--- src/rtl/spi_reg_bank.sv ---
// Addressed SPI (mode 0) register bank: command byte {W/Rn, addr[6:0]}, then DW-bit data words with burst auto-increment.
// Define SPI_REG_BANK_READBACK_EN to drive register contents back on spi_miso for read commands.
module spi_reg_bank #(
  parameter int                 NREG    = 8,
  parameter int                 DW      = 8,
  parameter logic [NREG*DW-1:0] RST_VAL = '0
) (
  input  logic               spi_clk,
  input  logic               rst,
  input  logic               spi_csn,
  input  logic               spi_mosi,
  output logic               spi_miso,
  output logic [NREG*DW-1:0] cfg_regs,
  output logic [NREG-1:0]    wr_strobe,
  output logic               frame_err
);

  localparam int             CW       = $clog2(DW);
  localparam logic [CW-1:0]  LAST_BIT = CW'(DW - 1);
  localparam logic [7:0]     NREG8    = 8'(NREG);

  typedef enum logic {CMD, DATA} state_t;

  state_t          state_reg, state_next;
  logic [2:0]      bit_cnt_reg, bit_cnt_next;
  logic [CW-1:0]   data_cnt_reg, data_cnt_next;
  logic [6:0]      cmd_reg, cmd_next;
  logic [6:0]      addr_reg, addr_next;
  logic            wr_reg, wr_next;
  logic [DW-2:0]   rx_reg, rx_next;
  logic [7:0]      cmd_word;
  logic [DW-1:0]   rx_word;
  logic [NREG-1:0] addr_hit;
  logic [NREG-1:0] strobe_next;
  logic            addr_ok;
  logic            commit;
  logic            err_set;
  logic            err_clr;
  logic            frame_rst;

  // Dropping chip select aborts the frame but must not touch committed registers.
  assign frame_rst = rst | spi_csn;
  assign cmd_word  = {cmd_reg, spi_mosi};
  assign rx_word   = {rx_reg, spi_mosi};
  assign addr_ok   = {1'b0, addr_reg} < NREG8;

  always_comb begin
    state_next    = state_reg;
    bit_cnt_next  = bit_cnt_reg;
    data_cnt_next = data_cnt_reg;
    cmd_next      = cmd_reg;
    addr_next     = addr_reg;
    wr_next       = wr_reg;
    rx_next       = rx_reg;
    commit        = 1'b0;
    err_set       = 1'b0;
    err_clr       = 1'b0;
    case (state_reg)
      CMD: begin
        cmd_next     = cmd_word[6:0];
        bit_cnt_next = bit_cnt_reg + 3'd1;
        if (bit_cnt_reg == 3'd7) begin
          state_next    = DATA;
          addr_next     = cmd_word[6:0];
          wr_next       = cmd_word[7];
          data_cnt_next = '0;
          err_clr       = 1'b1;
        end
      end
      DATA: begin
        rx_next       = rx_word[DW-2:0];
        data_cnt_next = data_cnt_reg + CW'(1);
        if (data_cnt_reg == LAST_BIT) begin
          data_cnt_next = '0;
          addr_next     = addr_reg + 7'd1;
          commit        = wr_reg && addr_ok;
          err_set       = !addr_ok;
        end
      end
      default: state_next = CMD;
    endcase
  end

  assign strobe_next = commit ? addr_hit : '0;

  always_ff @(posedge spi_clk or posedge frame_rst) begin
    if (frame_rst) begin
      state_reg    <= CMD;
      bit_cnt_reg  <= '0;
      data_cnt_reg <= '0;
      cmd_reg      <= '0;
      addr_reg     <= '0;
      wr_reg       <= 1'b0;
      rx_reg       <= '0;
      wr_strobe    <= '0;
    end else begin
      state_reg    <= state_next;
      bit_cnt_reg  <= bit_cnt_next;
      data_cnt_reg <= data_cnt_next;
      cmd_reg      <= cmd_next;
      addr_reg     <= addr_next;
      wr_reg       <= wr_next;
      rx_reg       <= rx_next;
      wr_strobe    <= strobe_next;
    end
  end

  always_ff @(posedge spi_clk or posedge rst) begin
    if (rst)          frame_err <= 1'b0;
    else if (err_clr) frame_err <= 1'b0;
    else if (err_set) frame_err <= 1'b1;
  end

  // Each register loads only on a completed word, so outputs never see a partial shift.
  genvar gi;
  generate
    for (gi = 0; gi < NREG; gi++) begin : g_reg
      logic [DW-1:0] value_reg;
      assign addr_hit[gi] = (addr_reg == 7'(gi));
      always_ff @(posedge spi_clk or posedge rst) begin
        if (rst)                  value_reg <= RST_VAL[gi*DW +: DW];
        else if (strobe_next[gi]) value_reg <= rx_word;
      end
      assign cfg_regs[gi*DW +: DW] = value_reg;
    end
  endgenerate

`ifdef SPI_REG_BANK_READBACK_EN
  logic [DW-1:0] tx_reg, tx_next, rd_word;
  logic [6:0]    rd_addr;

  // Load address is the decoded command address, or the next burst address at word end.
  assign rd_addr = (state_reg == CMD) ? cmd_word[6:0] : addr_reg + 7'd1;

  always_comb begin
    rd_word = '0;
    for (int i = 0; i < NREG; i++) begin
      if (rd_addr == 7'(i)) rd_word = cfg_regs[i*DW +: DW];
    end
  end

  always_comb begin
    tx_next = tx_reg;
    if (state_reg == CMD) begin
      if (bit_cnt_reg == 3'd7 && !cmd_word[7]) tx_next = rd_word;
    end else if (!wr_reg && data_cnt_reg == LAST_BIT) begin
      tx_next = rd_word;
    end else begin
      tx_next = {tx_reg[DW-2:0], 1'b0};
    end
  end

  always_ff @(posedge spi_clk or posedge frame_rst) begin
    if (frame_rst) tx_reg <= '0;
    else           tx_reg <= tx_next;
  end

  assign spi_miso = (state_reg == DATA) && !wr_reg && tx_reg[DW-1];
`else
  assign spi_miso = 1'b0;
`endif

endmodule

--- config.mk ---
export PLATFORM = sky130hd
export DESIGN_NAME = spi_reg_bank
export DESIGN_NICKNAME = d
export VERILOG_FILES = /design/src/rtl/spi_reg_bank.sv
export SDC_FILE = /design/constraint.sdc
export NUM_CORES = 1
export LEC_CHECK = 0
export BUFFER_PORTS_ARGS = -buffer_cell sky130_fd_sc_hd__buf_2
export CAP_MARGIN = 25
export CORE_ASPECT_RATIO = 0.75
export CORE_MARGIN = 4
export CORE_UTILIZATION = 55
export DETAILED_ROUTE_END_ITERATION = 16
export PLACE_DENSITY_LB_ADDON = 0.3
export SLEW_MARGIN = 20
export SYNTH_ARGS = -nofsm -noshare
export SYNTH_HDL_FRONTEND = slang
export SYNTH_SLANG_ARGS = --single-unit
--- constraint.sdc ---
create_clock -name spi_clk -period 3.7 [get_ports spi_clk]
set_input_delay 0.74 -clock spi_clk [delete_from_list [all_inputs] [get_ports spi_clk]]
set_output_delay 0.74 -clock spi_clk [all_outputs]
set_load 0.05 [all_outputs]
# After elaboration in Yosys (flattened, before gate mapping)

Index checks and enable logic that the tools add are counted.

Add/sub/neg operators: 3
Multiply operators: 0
Divide/modulo/power cells: 0
Order comparisons: 1
Eq/ne operators: 11
Shift operators: 0
Mux-type cells: 16
Bitwise logic cells: 2
Reduce and logical (&&, ||, !) cells: 6

Operators with widths:

| kind                  | number |
|---|---|
| $eq A7 B3 Y1 const B  | 4 |
| $eq A7 B2 Y1 const B  | 2 |
| $mux W7               | 2 |
| $pmux W7 S2           | 1 |
| $mux W1               | 9 |
| $mux W8               | 1 |
| $add A7 B1 Y7 const B | 1 |
| $eq A7 B1 Y1 const B  | 1 |
| $logic_not A7 Y1      | 1 |
| $lt A7 B4 Y1 const B  | 1 |
| $add A3 B1 Y3 const B | 2 |
| $eq A3 B3 Y1 const B  | 2 |
| $mux W3               | 2 |
| $pmux W3 S2           | 1 |
| $reduce_and A2 Y1     | 2 |
| $ne A2 B1 Y1 const B  | 1 |
| $ne A2 B2 Y1 const B  | 1 |
| $reduce_bool A2 Y1    | 1 |
| $logic_and A1 B1 Y1   | 1 |
| $logic_not A1 Y1      | 1 |
| $not A1 Y1            | 1 |
| $or A1 B1 Y1          | 1 |

Register bits: 102
Bits in latches: 0
Bits in writable memories: 0
Memory bits (read-only): 0
Input bits: 4
Word-level logic and storage cells: 56
Memories: 0

# Longest topological paths before layout

Depth after elaboration: 6
Depth in mapped cells: 7
Mapped depth without buffers: 5

# Worst setup path after synthesis

No wires, ideal clock.

Kind: register -> register
From: register data_cnt_reg[0]
To: register g_reg[4].value_reg[0]
Library setup time: 0.125 ns
Arrival: 1.730 ns
Slack: 1.845 ns
Stages on the path, launching flop included: 8
Buffers on the path: 2
Clock period less this slack: 1.855 ns
Cell sequence: dfrtp_1 ha_1 ha_1 buf_2 and4_1 buf_2 nand3_4 mux2_2

Longest elaborated chain between the ends: 4

RTL lines:

| what                     | RTL line | source |
|---|---|---|
| start: declaration       | 26       | `logic [CW-1:0] data_cnt_reg, data_cnt_next;` |
| start signal: assignment | 99       | `data_cnt_reg <= data_cnt_next;` |
| $eq A3 B3 Y1             | 73       | `if (data_cnt_reg == LAST_BIT) begin` |
| $mux W1                  | 73       |  |
| $mux W1                  | 58       | `case (state_reg)` |
| $mux W8                  | 84       | `assign strobe_next = commit ? addr_hit : '0;` |
| end signal: assignment   | 121      | `if (rst) value_reg <= RST_VAL[gi*DW +: DW];` |
| end signal: assignment   | 122      | `else if (strobe_next[gi]) value_reg <= rx_word;` |
| end: declaration         | 118      | `logic [DW-1:0] value_reg;` |

Every way passes these cells.
A chain may end at the register's enable or synchronous reset.

# Worst setup path after layout

From: register data_cnt_reg[0]
To: register g_reg[2].value_reg[2]

Longest elaborated chain between the ends: 4

RTL lines:

| what                   | RTL line |
|---|---|
| $eq A3 B3 Y1           | 73 |
| $mux W1                | 73 |
| $mux W1                | 58 |
| $mux W8                | 84 |
| end signal: assignment | 121 |
| end signal: assignment | 122 |
| end: declaration       | 118 |

Every way passes these cells.

==> impl_metrics.ini <==
[sta]
fmax_mhz = 455
worstMarginPinSlew_ns = 0.806
post-route-min-period_ns = 2.20
fin_ws_ns = 1.50
timing.final.crit_share = 0.594
final-hold-violation-count = 0
setup_viol = 0
timing.slew.headroom = 0.462
finalSetupTns_ns = 0
clock_skew_ns = 0.0123
final_max_slew_viol_count = 0
grt_setup_unrepaired = false

[worst_setup_path]
critPathRequiredTime_ns = 3.96
critPathArrivalTime_ns = 2.46
cp_max_fo = 10
ff2ff_setup_slack_ns = 1.50
startpoint_type = flop
r2r_end = g_reg[2].value_reg[2]$_DFFE_PP0P_
timing.rr.start = data_cnt_reg[0]$_DFFE_PP0P_
worstSetupEndpointType = flop
worstRegToRegCells = 5
crit_type = flop to flop

[pwr]
fin_total_pwr_uw = 2130
power.leakage_uw = 0.00271
powerDensity_mw_per_mm2 = 430
ir_drop_v = 0.000258

[synthesis]
synth.avg_cell_area_sq_um = 15.0
synth_common_cells = dfrtp_1 (102), mux2_2 (53), mux2_4 (24)
yosysWarningCount = 0
async_flop_share = 1.00
synth-simple-area-share = 0.0729
synth.most_common_cell = dfrtp_1
synth_edf_count = 0
ys_top_cells_by_area = dfrtp_1 (59%), mux2_2 (14%), mux2_4 (8.4%), nand3_4 (3.3%), ha_1 (2.3%)
synth_largest_area_cell = dfrtp_1
ys_seq_area_frac = 0.595
synthesis.instances = 286
synth_fa_ha_area_frac = 0.0233
syn_area_sq_mm = 0.00429
syn-num-nets = 298
synth_ff_type = dfrtp_1
synth.distinct_cells = 33
synth.mux.area_fraction = 0.233
synth_top_family_by_area = multiplexers
synth_compound_area_frac = 0.0318
ys_ff_latch = 102
synth-xor-area-share = 0.0102
yosys.area.top_type_share = 0.595

[floorplan]
rows = 27
dieArea_sq_mm = 0.00929
die_h_um = 84.5
core-area_sq_mm = 0.00747
die_w_um = 110
ios = 78
initial_utilization = 0.575

[global_route]
antenna_found_initial = 0
grt_max_degree = 41
track_usage = 0.195
grt_overflow_total = 0
grt_pass1_vias = 2522
grt_pass1_wl_mm = 13.6

[min_path]
worstHoldPathCells = 1
min_from = bit_cnt_reg[0]$_DFFE_PP0N_
min_to = bit_cnt_reg[0]$_DFFE_PP0N_
min_path_type = flop to flop

[final_layout]
drive_above_1_share = 0.508
final_area_sq_mm = 0.00496
nNetsFinal = 373
seq_area_sq_mm = 0.00255
num_antenna_cells = 0
multi_input_area_sq_mm = 0.00161
syn2layout_area_growth_pct = 15.6
final_util = 0.664
fillerInstances = 567
largest_reg_flops = 64

[clocking]
cts_sinks = 102
cts.htree.levels = 3
clkTransAtPathRegs_ns = 0.09
numCtsBuffers = 9
cts_tree = done
postCtsSetupBuffers = 0
cts_resized = 0
postCtsHoldBufs = 0
cts_buffer_depth = 2
cts_root_buf = clkbuf_8
clk_latency_ns = 0.37

[routing]
drc = 0
drt-total-wl_mm = 8.31
via_per_inst = 5.26
postRouteAntennaNets = 0
drt_iter0_markers = 104
drtPass1Iterations = 4
routedWlPerCell_um = 17.8
vias = 2456

[placed_design]
place.gp.congestion = 0.788
pre_cts_ws_ns = 1.38
post_dp_cell_area_sq_mm = 0.00477
dpl.hpwl_mm = 5.90
io_buffer_count = 76

[status]
status = finished clean

[run]
maxCapViolations = 0
-- cells in the final DEF (no fill, tap or decap), types with 2 or more instances in the layout --
cell      netlist  routed
dfrtp_1       102     102
mux2_4         24      24
clkinv_2        0       2
clkbuf_8        0       9
nand4_1         3       3
inv_1          14      13
nand2_1         8       8
nand3_4         8       8
o21ai_0         6       6
buf_2           3      76
nor2b_1         7       7
mux2_2         53      53
mux2_1          3       3
xor2_1          3       3
inv_8           0       2
xnor2_1         2       2
a31oi_1         2       2
buf_4           1       3
a211oi_1        7       7
or3_1           2       2
clkinv_4        0       2
ha_1            8       8
a21oi_1         5       5
-- stage by stage --
stage,hold slack (ns),instances
3_3_place_gp,0.457,449
4_1_cts,0.487,466
5_1_grt,0.494,467
2_1_floorplan,0.444,286
3_5_place_dp,0.479,450
6_report,0.485,467
-- final cells by class --
class                           count  area share
Inverter                           14      0.0106
Timing Repair Buffer               81      0.0891
Multi-Input combinational cell    153       0.324
Clock buffer                        9      0.0250
Clock inverter                      7      0.0116
Sequential cell                   102       0.515
Tap cell                          101      0.0255
-- worst max-delay path by stage --
stage                                     start                                end  slack (ns)
finish              data_cnt_reg[0]$_DFFE_PP0P_  g_reg[2].value_reg[2]$_DFFE_PP0P_        1.50
global route        data_cnt_reg[0]$_DFFE_PP0P_  g_reg[2].value_reg[2]$_DFFE_PP0P_        1.39
CTS                     addr_reg[3]$_DFFE_PP0P_  g_reg[2].value_reg[2]$_DFFE_PP0P_        1.37
detailed placement      addr_reg[3]$_DFFE_PP0P_  g_reg[2].value_reg[4]$_DFFE_PP0P_        1.38
global placement        addr_reg[3]$_DFFE_PP0P_  g_reg[2].value_reg[2]$_DFFE_PP0P_        1.45
floorplan                                   rst            addr_reg[0]$_DFFE_PP0P_        0.91
-- cells by family (layout without fill, tap and decap cells) --
family,count (synthesis),count (layout)
flip-flops,102,102
multiplexers,81,81
AND/OR/NAND/NOR,36,36
buffers and inverters,31,111
AO/OA/AOI/OAI,22,22
adder cells (fa/ha/maj),8,8
XOR/XNOR,5,5
other,1,1
-- per-layer routing --
layer  routed length (um)  track usage  up-vias  share of wire
li1                     -            -     1140              -
met1                 4100        0.291     1244           0.49
met2                 3620        0.273       64           0.44
met3                  514       0.0699        8          0.062
met4                   74       0.0442        0         0.0089
met5                    0            0        -              0
-- report_power, final --
part	switching, uW	internal (uW)
Clock	394	254
Sequential	68.4	1160
Combinational	162	89.5
-- critical path, stage by stage, from the launching register on --
cell and delay [ns]:
dfrtp_1 0.39, ha_1 0.17, ha_1 0.39, and4b_1 0.53, nand3_4 0.25, mux2_4 0.36
Power figures use the tool's default switching activity.
